==> src/rtl/antifurto_ctrl.sv <==
// antifurto_ctrl: vehicle anti-theft FSM with a reprogrammable interval table, countdown timer and status/siren drive.
// Build option SIREN_PULSE_EN: siren toggles on each 1 Hz strobe in SOUND instead of holding steady.
module antifurto_ctrl #(
  parameter int N_DOORS      = 4,
  parameter int TW           = 4,
  parameter int T_ARM_DEF    = 6,
  parameter int T_DRIVER_DEF = 8,
  parameter int T_PASS_DEF   = 15,
  parameter int T_ALARM_DEF  = 10
) (
  input  logic               clock,
  input  logic               reset,
  input  logic               ignition,
  input  logic [N_DOORS-1:0] door,
  input  logic               reprogram,
  input  logic [1:0]         time_sel,
  input  logic [TW-1:0]      time_value,
  input  logic               one_hz_enable,
  output logic               status,
  output logic               siren,
  output logic [2:0]         state,
  output logic [TW-1:0]      countdown
);

  typedef enum logic [2:0] {
    ARMED      = 3'd0,
    TRIGGERED  = 3'd1,
    SOUND      = 3'd2,
    DISARMED   = 3'd3,
    WAIT_OPEN  = 3'd4,
    WAIT_CLOSE = 3'd5,
    ARM_DELAY  = 3'd6,
    ILLEGAL    = 3'd7
  } state_t;

  state_t        state_r, state_nxt_s;
  logic [TW-1:0] cd_r, cd_nxt_s, load_val_s;
  logic [TW-1:0] t_arm_r, t_drv_r, t_pass_r, t_alarm_r;
  logic          status_r, status_nxt_s, siren_r, siren_nxt_s;
  logic          load_en_s, expired_s, any_door_s, entered_s, timed_nxt_s;

  // A zero interval would never expire meaningfully, so it is stored as one second.
  function automatic logic [TW-1:0] sat_interval(input logic [TW-1:0] v);
    if (v == '0) return TW'(1);
    else         return v;
  endfunction

  assign any_door_s = |door;
  assign expired_s  = (cd_r == '0) &&
                      ((state_r == TRIGGERED) || (state_r == SOUND) || (state_r == ARM_DELAY));

  // Next-state decode; priority is reprogram, ignition, doors, then timer expiry.
  always_comb begin
    state_nxt_s = state_r;
    load_en_s   = 1'b0;
    load_val_s  = '0;
    if (state_r == ILLEGAL) begin
      state_nxt_s = ARMED;
    end else if (reprogram) begin
      state_nxt_s = ARMED;
    end else if (ignition) begin
      state_nxt_s = DISARMED;
    end else begin
      case (state_r)
        ARMED: begin
          if (door[0]) begin
            state_nxt_s = TRIGGERED;
            load_en_s   = 1'b1;
            load_val_s  = t_drv_r;
          end else if (any_door_s) begin
            state_nxt_s = TRIGGERED;
            load_en_s   = 1'b1;
            load_val_s  = t_pass_r;
          end else begin
            state_nxt_s = ARMED;
          end
        end
        TRIGGERED: begin
          if (expired_s) begin
            state_nxt_s = SOUND;
            load_en_s   = 1'b1;
            load_val_s  = t_alarm_r;
          end else begin
            state_nxt_s = TRIGGERED;
          end
        end
        SOUND: begin
          if (expired_s && any_door_s) begin
            load_en_s  = 1'b1;
            load_val_s = t_alarm_r;
          end else if (expired_s) begin
            state_nxt_s = ARMED;
          end else begin
            state_nxt_s = SOUND;
          end
        end
        DISARMED:  state_nxt_s = WAIT_OPEN;
        WAIT_OPEN: state_nxt_s = door[0] ? WAIT_CLOSE : WAIT_OPEN;
        WAIT_CLOSE: begin
          if (!any_door_s) begin
            state_nxt_s = ARM_DELAY;
            load_en_s   = 1'b1;
            load_val_s  = t_arm_r;
          end else begin
            state_nxt_s = WAIT_CLOSE;
          end
        end
        ARM_DELAY: begin
          if (any_door_s)     state_nxt_s = WAIT_CLOSE;
          else if (expired_s) state_nxt_s = ARMED;
          else                state_nxt_s = ARM_DELAY;
        end
        default: state_nxt_s = ARMED;
      endcase
    end
  end

  // Timer and output decode for the state being entered.
  always_comb begin
    entered_s    = reprogram || (state_nxt_s != state_r);
    timed_nxt_s  = (state_nxt_s == TRIGGERED) || (state_nxt_s == SOUND) ||
                   (state_nxt_s == ARM_DELAY);
    cd_nxt_s     = cd_r;
    status_nxt_s = 1'b0;
    siren_nxt_s  = 1'b0;
    if (load_en_s)                         cd_nxt_s = load_val_s;
    else if (!timed_nxt_s)                 cd_nxt_s = '0;
    else if (one_hz_enable && cd_r != '0)  cd_nxt_s = cd_r - TW'(1);
    else                                   cd_nxt_s = cd_r;
    case (state_nxt_s)
      ARMED:     status_nxt_s = entered_s ? 1'b0 : (status_r ^ one_hz_enable);
      TRIGGERED: status_nxt_s = 1'b1;
      SOUND:     status_nxt_s = 1'b1;
      default:   status_nxt_s = 1'b0;
    endcase
    if (state_nxt_s == SOUND) begin
`ifdef SIREN_PULSE_EN
      siren_nxt_s = entered_s ? 1'b1 : (siren_r ^ one_hz_enable);
`else
      siren_nxt_s = 1'b1;
`endif
    end else begin
      siren_nxt_s = 1'b0;
    end
  end

  // State, timer and registered outputs.
  always_ff @(posedge clock or negedge reset) begin
    if (!reset) begin
      state_r  <= ARMED;
      cd_r     <= '0;
      status_r <= 1'b0;
      siren_r  <= 1'b0;
    end else begin
      state_r  <= state_nxt_s;
      cd_r     <= cd_nxt_s;
      status_r <= status_nxt_s;
      siren_r  <= siren_nxt_s;
    end
  end

  // Interval table, rewritten one entry per reprogram strobe.
  always_ff @(posedge clock or negedge reset) begin
    if (!reset) begin
      t_arm_r   <= TW'(T_ARM_DEF);
      t_drv_r   <= TW'(T_DRIVER_DEF);
      t_pass_r  <= TW'(T_PASS_DEF);
      t_alarm_r <= TW'(T_ALARM_DEF);
    end else if (reprogram) begin
      case (time_sel)
        2'd0:    t_arm_r   <= sat_interval(time_value);
        2'd1:    t_drv_r   <= sat_interval(time_value);
        2'd2:    t_pass_r  <= sat_interval(time_value);
        default: t_alarm_r <= sat_interval(time_value);
      endcase
    end
  end

  assign state     = state_r;
  assign countdown = cd_r;
  assign status    = status_r;
  assign siren     = siren_r;

endmodule

==> config.mk <==
export PLATFORM = sky130hd
export DESIGN_NAME = antifurto_ctrl
export DESIGN_NICKNAME = d
export VERILOG_FILES = /design/src/rtl/antifurto_ctrl.sv
export SDC_FILE = /design/constraint.sdc
export NUM_CORES = 1
export LEC_CHECK = 0
export BUFFER_PORTS_ARGS = -buffer_cell sky130_fd_sc_hd__buf_2
export CAP_MARGIN = 5
export CORE_AREA = 2 2 60 62
export DETAILED_ROUTE_END_ITERATION = 6
export DIE_AREA = 0 0 62 64
export PLACE_DENSITY = 0.64
export SLEW_MARGIN = 0
export SYNTH_ARGS = -nofsm -noshare
export SYNTH_HDL_FRONTEND = slang
export SYNTH_SLANG_ARGS = --single-unit
==> constraint.sdc <==
create_clock -name clock -period 3.2 [get_ports clock]
set_input_delay 0.48 -clock clock [delete_from_list [all_inputs] [get_ports clock]]
set_output_delay 0.48 -clock clock [all_outputs]
set_load 0.02 [all_outputs]
==> results of run 1 <==
-- synthesized netlist by cell type (all sizes together) --
| cell type | n |
|---|---|
| mux2i | 1 |
| o2111a | 1 |
| or4b | 1 |
| buf | 2 |
| nor3 | 5 |
| or3b | 1 |
| o21ai | 4 |
| and3 | 2 |
| clkbuf | 3 |
| nand3b | 2 |
| or4 | 1 |
| a22oi | 3 |
| nand2 | 7 |
| xnor2 | 1 |
| o2111ai | 1 |
| nand4 | 1 |
| nor4 | 2 |
| a21o | 2 |
| dfrtp | 16 |
| a31oi | 2 |
| nor3b | 3 |
| dfstp | 9 |
| a222oi | 4 |
| mux2 | 17 |
| and2 | 1 |
| a21oi | 5 |
| inv | 5 |
| o211ai | 1 |
| xor2 | 1 |
| o32ai | 4 |
| nand3 | 8 |
| nor2b | 3 |
| nor2 | 7 |
| a31o | 1 |
| ha | 1 |
| a2bb2oi | 1 |
-- state kept, by name, summed over array words and instances (netlist names) --
signal	count
t_arm_r	4
state	3
t_pass_r	4
countdown	4
t_alarm_r	4
t_drv_r	4
status	1
siren	1
-- final cells by class --
| type | count | area share, % |
|---|---|---|
| inverters | 5 | 1.20 |
| repair buffers | 23 | 7.34 |
| well taps | 46 | 3.67 |
| clock buffers | 3 | 1.44 |
| multi-input cells | 94 | 45.3 |
| flip-flops and latches | 25 | 40.6 |
| clock inverters | 1 | 0.478 |
-- report_power, final --
part | switching, mW | total (mW) | internal [mW]
clock network | 0.0978 | 0.145 | 0.0477
registers | 0.0356 | 0.416 | 0.380
logic | 0.134 | 0.247 | 0.113
-- worst paths after layout --
check                              startpoint            to  slack, ps  depth (start not counted)
worst max-delay path             countdown[0]  countdown[3]        850                          7
worst min-delay path                    reset      state[0]        120                          1
worst max register to register   countdown[0]  countdown[3]        850                          7
worst min register to register    t_pass_r[0]   t_pass_r[0]        500                          2
max in group asynchronous               reset   t_pass_r[0]       2690                          1
min in group clock              time_value[1]  t_alarm_r[1]        450                          2
-- cell families (layout without fill, tap and decap cells) --
logic type,Yosys count,in the layout
AND/OR/NAND/NOR,44,44
AO/OA/AOI/OAI,29,29
flip-flops,25,25
multiplexers,18,18
buffers and inverters,10,32
XOR/XNOR,2,2
adder cells (fa/ha/maj),1,1
-- per-stage QoR --
| step | total power, mW | util, % | hold slack, ps |
|---|---|---|---|
| final | 0.809 | 47.8 | 119 |
| after global placement | 0.660 | 46.9 | 466 |
| after CTS | 0.816 | 47.8 | 130 |
| after floorplan | 0.596 | - | 184 |
| after detailed placement | 0.668 | 46.9 | 479 |
| after global routing | 0.863 | 47.8 | 144 |
-- layer usage --
| metal | vias to the layer above | track usage (%) | wire, µm |
|---|---|---|---|
| met4 | 0 | 4.79 | 30 |
| li1 | 535 | - | - |
| met3 | 4 | 2.43 | 103 |
| met1 | 564 | 22.2 | 1330 |
| met2 | 30 | 28.3 | 1540 |
| met5 | - | 0 | 0 |
==> summary.md, run 1 <==
| Metric | Value |
|---|---|
| Status | `finished, final reports clean` |
| Largest cells by area after synthesis | `dfrtp_1 (29%), dfstp_2 (17%), mux2_2 (14%), a222oi_1 (2.9%), nand3_1 (2.9%)` |
| Worst setup EP type | `flip-flop` |
| Vias in the first global route | `about 1,100` |
| Final hold vios | `0` |
| DRC Markers | `0` |
| Worst vdd ir | `0.221 mV` |
| Port bufs | `23` |
| Tcrit/Tclk final | `around 73%` |
| Initial antenna violation count | `0` |
| Post-CTS Setup Inserts | `0` |
| RSZ-0062 raised after global routing | `false` |
| Initial Util | `42.6%` |
| Die width | `a little over 60 µm` |
| Row cnt | `21` |
| Vias | `~1,100` |
| PD cells | `a little over 500 nW/µm²` |
| Final worst slack | `852 ps` |
| Sequential area share after synthesis | `45.5%` |
| Worst-case clock buffer depth | `2` |
| Most frequent cells in the layout | `buf_2 (23), mux2_2 (17), dfrtp_1 (16)` |
| CTS tree | `built` |
| Simple-Gate Fraction of Synth Area | `approximately 17%` |
| Placed cell areas | `about 1500 µm²` |
| Share of cells above drive strength 1 | `~38%` |
| LEAKAGE | `between 0.6 and 0.7 nW` |
| Post-CTS Resized | `0` |
| Minimum clock period after layout | `approximately 2300 ps` |
| Worst-Margin Slew | `about 640 ps` |
| CTS Hold Bufs | `0` |
| Non-Filler Instances | `approximately 200` |
| Avg WL per Cell | `about 15 µm` |
| Critical Path, Cell by Cell | `inv_1 -> ha_1 -> nor3b_1 -> a22oi_4 -> o2111a_4 -> mux2i_1 -> o32ai_1` |
| Num ports | `24` |
| Cell taking the most area after synthesis | `dfrtp_1` |
| WP data arrival | `about 2600 ps` |
| Total grt overflow | `0` |
| CTS H-tree lvls | `1` |
| Dpl ws | `~900 ps` |
| Placed Instances | `between 150 and 200` |
| Yosys cell types | `38` |
| Ant diodes | `0` |
| CP startpoint kind | `flip-flop` |
| Worst min path class | `in -> async` |
| Synth warn | `0` |
| Relative slew slack | `57.3%` |
| Worst skew pair latency | `320 ps` |
| Die area | `3970 µm²` |
| Post-synthesis net count | `between 100 and 150` |
| Clock buffer count from CTS | `3` |
| Largest net degree at the start of global routing | `26` |
| CP Max Fanout | `5` |
| Vias per cell | `about 5.8` |
| Setup CP Type | `reg -> reg` |
| CP max-delay cell | `nor3b_1` |
| Worst EP required | `approximately 3400 ps` |
| Max cap viols | `0` |
| Mux cell area share after synthesis | `between 10% and 20%` |
| Clk sinks | `25` |
| Post-Synth Adder-Cell Area | `less than 1%` |
| Netlist Area Pre-Place | `around 1400 µm²` |
| Fmax | `approximately 430 MHz` |
| CP bufs+invs | `1` |
| Synth top area share | `roughly 29%` |
| P&R area growth vs syn | `12.1%` |
| Clk root buf | `clkbuf_4` |
| Core area | `around 3300 µm²` |
| Hpwl dp | `roughly 2.3 mm` |
| Global Route Usage Sum | `approximately 17%` |
| XOR/XNOR Fraction of Synth Area | `1.25%` |
| Design area | `between 1500 and 2000 µm²` |
| Drt first pass iters | `4` |
| Flops & latches, synth | `25` |
| Max Slew Vio Count | `0` |
| Seq. cell area | `between 600 and 700 µm²` |
| Area taken by multi-input logic gates | `~710 µm²` |
| Setup_tns | `0 ps` |
| DR iter-0 viols | `between 100 and 150` |
| Routed Antenna Nets | `0` |
| Final setup viols | `0` |
| Fill count | `between 300 and 400` |
| Kind of cell adding the most delay to the critical path | `compound AO/OA/AOI/OAI gates` |
| Slowest stage delay, CP | `about 560 ps` |
| Commonest non-fill, non-tap cell in the layout | `buf_2` |
| First-pass GRT wire length | `between 5 and 6 mm` |
| Final nets | `roughly 170` |
| WL final | `between 3 and 4 mm` |
| Final clock skew | `11.9 ps` |
| Die height | `64 µm` |
| RD Place Congestion | `a little under 0.9` |
| Cells after synthesis | `between 100 and 150` |
| Clk slew on worst S/H paths | `around 150 ps` |
| Compound-cell area share of the yosys netlist | `between 10% and 20%` |
| Syn_area_per_cell | `10.9 µm²` |
| Largest family of logic cells by synthesized area | `simple AND/OR/NAND/NOR gates` |
No activity file was read; power rests on OpenSTA's default activity.
==> run 2: changes to the inputs <==
==> constraint.sdc (replaced) <==
create_clock -name clock -period 2.2 [get_ports clock]
set_input_delay 0.33 -clock clock [delete_from_list [all_inputs] [get_ports clock]]
set_output_delay 0.33 -clock clock [all_outputs]
set_load 0.02 [all_outputs]
==> summary.md, run 2 (same netlist as run 1, synthesis figures left out) <==
| Metric | Value |
|---|---|
| Clk sinks | `25 (unchanged)` |
| Post-CTS Setup Inserts | `0 (unchanged)` |
| Initial antenna violation count | `0 (unchanged)` |
| Fmax | `483 MHz (+13%)` |
| Die width | `62 µm (unchanged)` |
| Ant diodes | `0 (unchanged)` |
| P_int | `0.812 mW (+50%)` |
| Largest net degree at the start of global routing | `26 (unchanged)` |
| Worst min path class | `in -> reg` |
| Worst-case clock buffer depth | `2 (unchanged)` |
| Max cap viols | `0 (unchanged)` |
| Proportion of power drawn by combinational gates | `32.3% (+1.7 points)` |
| Clk slew on worst S/H paths | `140 ps (about the same)` |
| Clk root buf | `clkbuf_4` |
| WL final | `3.03 mm (+0.83%)` |
| Switching Share | `32.7% (-0.37 points)` |
| Total power | `1.21 mW (+49%)` |
| Commonest non-fill, non-tap cell in the layout | `buf_2` |
| Minimum clock period after layout | `2070 ps (-278 ps)` |
| Final clock skew | `1.49 ps (-10.4 ps)` |
| Worst skew pair latency | `320 ps (about the same)` |
| Port bufs | `23 (unchanged)` |
| Worst-Margin Slew | `605 ps (-33.7 ps)` |
| Relative slew slack | `59.6% (+2.3 points)` |
| Fill count | `320 (+6.0%)` |
| Most frequent cells in the layout | `buf_2 (23), mux2_2 (17), dfrtp_1 (16)` |
| CP bufs+invs | `1 (unchanged)` |
| P&R area growth vs syn | `16.0%` |
| Row cnt | `21 (unchanged)` |
| RD Place Congestion | `0.833 (-4.2%)` |
| Final setup viols | `0 (unchanged)` |
| Die area | `3970 µm² (unchanged)` |
| Final nets | `172 (+2.4%)` |
| Tcrit/Tclk final | `94.1% (+21 points)` |
| Critical Path, Cell by Cell | `inv_1 -> ha_1 -> or3b_4 -> nand3_1 -> o2111a_4 -> mux2i_2 -> o32ai_1` |
| PD cells | `743 nW/µm² (+44%)` |
| CP Max Fanout | `5 (unchanged)` |
| DR iter-0 viols | `54 (-49%)` |
| Num ports | `24 (unchanged)` |
| Worst EP required | `2400 ps (-1030 ps)` |
| Hpwl dp | `2.36 mm (+3.0%)` |
| CTS tree | `built` |
| Max Slew Vio Count | `0 (unchanged)` |
| Fin util | `49.4% (+1.7 points)` |
| Vias in the first global route | `1,156 (+0.87%)` |
| Slowest stage delay, CP | `430 ps (-130 ps)` |
| Dpl ws | `91.9 ps (-808 ps)` |
| DRC Markers | `0 (unchanged)` |
| Routed Antenna Nets | `0 (unchanged)` |
| CTS H-tree lvls | `1 (unchanged)` |
| Clock buffer count from CTS | `3 (unchanged)` |
| Setup CP Type | `reg -> reg` |
| CP startpoint kind | `flip-flop` |
| Drt first pass iters | `4 (unchanged)` |
| Total grt overflow | `0 (unchanged)` |
| Core area | `3280 µm² (unchanged)` |
| Kind of cell adding the most delay to the critical path | `simple AND/OR/NAND/NOR gates` |
| CP max-delay cell | `or3b_4` |
| LEAKAGE | `0.692 nW (+3.3%)` |
| Worst setup EP type | `flip-flop` |
| Status | `finished, final reports clean` |
| Worst vdd ir | `0.347 mV (+57%)` |
| Initial Util | `42.6% (unchanged)` |
| Global Route Usage Sum | `16.6% (-0.31 points)` |
| NetSw | `0.395 mW (+47%)` |
| Share of cells above drive strength 1 | `42.6% (+4.8 points)` |
| Avg WL per Cell | `15.1 µm (-1.2%)` |
| Vias | `1,146 (+1.1%)` |
| Sequential share of power | `50.3% (-1.1 points)` |
| Final hold vios | `0 (unchanged)` |
| Final worst slack | `131 ps (-722 ps)` |
| Die height | `64 µm (unchanged)` |
| Clk pwr share | `17.4% (-0.6 points)` |
| Vias per cell | `5.70 (-0.87%)` |
| First-pass GRT wire length | `5.00 mm (-2.0%)` |
| WP data arrival | `2270 ps (-310 ps)` |
==> run 2: power by group through the flow <==
stage	Sequential [mW]	Clock, mW	Combinational (mW)
6_report	0.606	0.210	0.390
5_1_grt	0.618	0.239	0.431
4_1_cts	0.604	0.215	0.376
3_5_place_dp	0.613	0	0.372
3_3_place_gp	0.610	0	0.363
2_1_floorplan	0.614	0	0.253
==> run 2: what timing repair did <==
action | 4_1_cts | 5_1_grt
resized for setup | 0 | 6
endpoints found under the hold margin | 7 | 0
hold buffers | 1 | 0
setup endpoints to repair | 0 | 4
==> run 2: layout make-up <==
class | count | area, µm² | area share [%]
timing repair buffer | 27 | 148 | 9.09
multi-input combinational | 94 | 733 | 45.1
clock inverter | 1 | 7.51 | 0.462
tap | 46 | 57.6 | 3.54
inverter | 5 | 18.8 | 1.16
clock buffer | 3 | 22.5 | 1.39
sequential | 25 | 637 | 39.2
==> run 2: stage by stage <==
stage          TNS [ps]  instances  hold WS, ps  instance area (µm²)
2_1_floorplan         0        129         34.4                 1400
3_3_place_gp          0        196          345                 1560
3_5_place_dp          0        196          354                 1560
4_1_cts               0        201          297                 1600
5_1_grt           -47.8        201          308                 1620
6_report              0        201          305                 1620
==> run 2: final timing paths <==
kind / slack [ps] / cells after the start / to / startpoint
max in group asynchronous: 1320 / 2 / t_pass_r[2] / reset
min in group asynchronous: 510 / 2 / state[2] / reset
setup reg to reg: 130 / 7 / countdown[3] / countdown[0]
hold / removal: 300 / 2 / t_pass_r[1] / time_value[1]
setup / recovery: 130 / 7 / countdown[3] / countdown[0]
hold reg to reg: 490 / 2 / t_drv_r[0] / t_drv_r[0]
==> run 2: per-layer routing <==
| metal | up-vias | track usage, % | share of wire (%) |
|---|---|---|---|
| met5 | - | 0 | 0 |
| met4 | 0 | 3.19 | 1.0 |
| met3 | 4 | 3.85 | 4.2 |
| met2 | 36 | 29.2 | 52 |
| met1 | 559 | 20.2 | 43 |
| li1 | 547 | - | - |
==> run 3: changes to the inputs <==
--- a/config.mk
+++ b/config.mk
@@ -8,6 +8,7 @@
 export BUFFER_PORTS_ARGS = -buffer_cell sky130_fd_sc_hd__buf_2
 export CAP_MARGIN = 5
 export CORE_AREA = 2 2 60 62
+export CTS_BUF_LIST = sky130_fd_sc_hd__clkbuf_8
 export DETAILED_ROUTE_END_ITERATION = 6
 export DIE_AREA = 0 0 62 64
 export PLACE_DENSITY = 0.64
==> summary.md, run 3 (same netlist as run 1, synthesis figures left out) <==
| Metric | Value |
|---|---|
| Status | `finished, final reports clean` |
| Number of cells on the critical path | `5 (-2)` |
| Most frequent cells in the layout | `buf_2 (23), mux2_2 (17), dfrtp_1 (16)` |
| Setup_tns | `0 ps (unchanged)` |
| CTS H-tree lvls | `1 (unchanged)` |
| Total power | `1.27 mW (+4.9%)` |
| Global Route Usage Sum | `16.8% (+0.20 points)` |
| Final hold vios | `0 (unchanged)` |
| Die width | `62 µm (unchanged)` |
| Worst skew pair latency | `270 ps (-50 ps)` |
| Critical Path, Cell by Cell | `nor2b_1 -> nand3_1 -> o2111a_4 -> mux2i_2 -> o32ai_1` |
| Row cnt | `21 (unchanged)` |
| Clock buffer count from CTS | `3 (unchanged)` |
| Ant diodes | `0 (unchanged)` |
| Share of cells above drive strength 1 | `41.6% (-1.0 points)` |
| Worst-case clock buffer depth | `2 (unchanged)` |
| CP bufs+invs | `0 (-1)` |
| Final clock skew | `2.68 ps (+1.18 ps)` |
| Worst vdd ir | `0.455 mV (+31%)` |
| Tcrit/Tclk final | `94.1% (about the same)` |
| PD cells | `777 nW/µm² (+4.7%)` |
| Worst r2r path cells | `5 (-2)` |
| LEAKAGE | `0.693 nW (+0.13%)` |
| Initial Util | `42.6% (unchanged)` |
| Final nets | `171 (-0.58%)` |
| Total grt overflow | `0 (unchanged)` |
| Clk sinks | `25 (unchanged)` |
| Minimum clock period after layout | `2070 ps (+0.515 ps)` |
| Placed Instances | `196 (unchanged)` |
| Design area | `1630 µm² (+0.23%)` |
| Routed Antenna Nets | `0 (unchanged)` |
| Commonest non-fill, non-tap cell in the layout | `buf_2` |
| Relative slew slack | `59.5% (-0.068 points)` |
| CP max-delay cell | `dfrtp_1` |
| Worst EP required | `2370 ps (-30 ps)` |
| CP Max Fanout | `12 (+7)` |
| Die area | `3970 µm² (unchanged)` |
| CTS Hold Bufs | `0 (-1)` |
| Fmax | `483 MHz (about the same)` |
| Setup CP Type | `reg -> reg` |
| Final setup viols | `0 (unchanged)` |
| Vias per cell | `5.72 (+0.32%)` |
| Dpl ws | `91.9 ps (unchanged)` |
| Initial antenna violation count | `0 (unchanged)` |
| Worst min path class | `in -> async` |
| Final worst slack | `130 ps (-0.515 ps)` |
| Core area | `3280 µm² (unchanged)` |
| Max cap viols | `0 (unchanged)` |
| Hpwl dp | `2.36 mm (unchanged)` |
| Port bufs | `23 (unchanged)` |
| P&R area growth vs syn | `16.3%` |
| DRC Markers | `0 (unchanged)` |
| CTS tree | `built` |
| Clk root buf | `clkbuf_8` |
| RD Place Congestion | `0.833 (unchanged)` |
| Placed cell areas | `1560 µm² (unchanged)` |
| First-pass GRT wire length | `5.04 mm (+0.82%)` |
| Vias in the first global route | `1,181 (+2.2%)` |
| Num ports | `24 (unchanged)` |
| Vias | `1,144 (-0.17%)` |
| Max Slew Vio Count | `0 (unchanged)` |
| CP startpoint kind | `flip-flop` |
| WL final | `3.00 mm (-1.0%)` |
| Avg WL per Cell | `15.0 µm (-0.53%)` |
| Drt first pass iters | `7 (+3)` |
| WP data arrival | `2240 ps (-30 ps)` |
| Clk slew on worst S/H paths | `90 ps (-50 ps)` |
| Fill count | `316 (-1.3%)` |
| Slowest stage delay, CP | `560 ps (+130 ps)` |
| Worst-Margin Slew | `606 ps (+1.01 ps)` |
| Largest net degree at the start of global routing | `26 (unchanged)` |
| Worst setup EP type | `flip-flop` |
| Kind of cell adding the most delay to the critical path | `simple AND/OR/NAND/NOR gates` |
| Non-Filler Instances | `200 (-0.50%)` |
| Die height | `64 µm (unchanged)` |
| DR iter-0 viols | `40 (-26%)` |
-- run 3: changes by cell type in the layout (fill, tap and decap cells not counted), sizes merged --
cell         previous run  this run
dlygate4sd3             1         0
-- run 3: through the flow --
step | hold slack (ps) | utilization (%)
after global placement | 345 | 47.5
after detailed placement | 354 | 47.5
final | 35.6 | 49.6
after global routing | 73.3 | 49.6
after CTS | 61.0 | 49.0
after floorplan | 34.4 | -
-- run 3: path summary, 6_finish.rpt --
| kind | start | to | slack (ps) |
|---|---|---|---|
| max in group asynchronous | reset | t_pass_r[2] | 1790 |
| min in group clock | time_value[1] | t_pass_r[1] | 360 |
| worst max-delay path | state[0] | countdown[3] | 130 |
| worst max register to register | state[0] | countdown[3] | 130 |
| worst min register to register | t_drv_r[0] | t_drv_r[0] | 480 |
| worst min-delay path | reset | state[0] | 40 |
-- run 3: final cells by class --
class | instances | area [µm²] | share of cell area (%)
Multi-Input combinational cell | 94 | 728 | 44.7
Sequential cell | 25 | 637 | 39.1
Timing Repair Buffer | 26 | 138 | 8.46
Tap cell | 46 | 57.6 | 3.54
Clock buffer | 3 | 41.3 | 2.54
Inverter | 5 | 18.8 | 1.15
Clock inverter | 1 | 7.51 | 0.461
-- run 3: repair_timing --
action	in CTS	in global routing
gates resized for setup	0	4
buffers inserted	0	0
setup endpoints to repair	0	4
-- run 3: worst register-to-register path, stage by stage, from the launching register on --
cell,delay [ps]
dfrtp_1,560
nor2b_1,470
nand3_1,220
o2111a_4,240
mux2i_2,180
o32ai_1,300
-- run 3: layer usage --
metal / vias up / track usage (%) / wire length, µm
met5: - / 0 / 0
met1: 555 / 20.1 / 1240
li1: 543 / - / -
met4: 0 / 4.79 / 65
met2: 36 / 29.2 / 1530
met3: 10 / 3.85 / 158
-- run 3: where the power goes --
| part | internal [mW] | switching (mW) |
|---|---|---|
| clock network | 0.128 | 0.146 |
| logic | 0.185 | 0.200 |
| registers | 0.553 | 0.0526 |
| total | 0.867 | 0.399 |
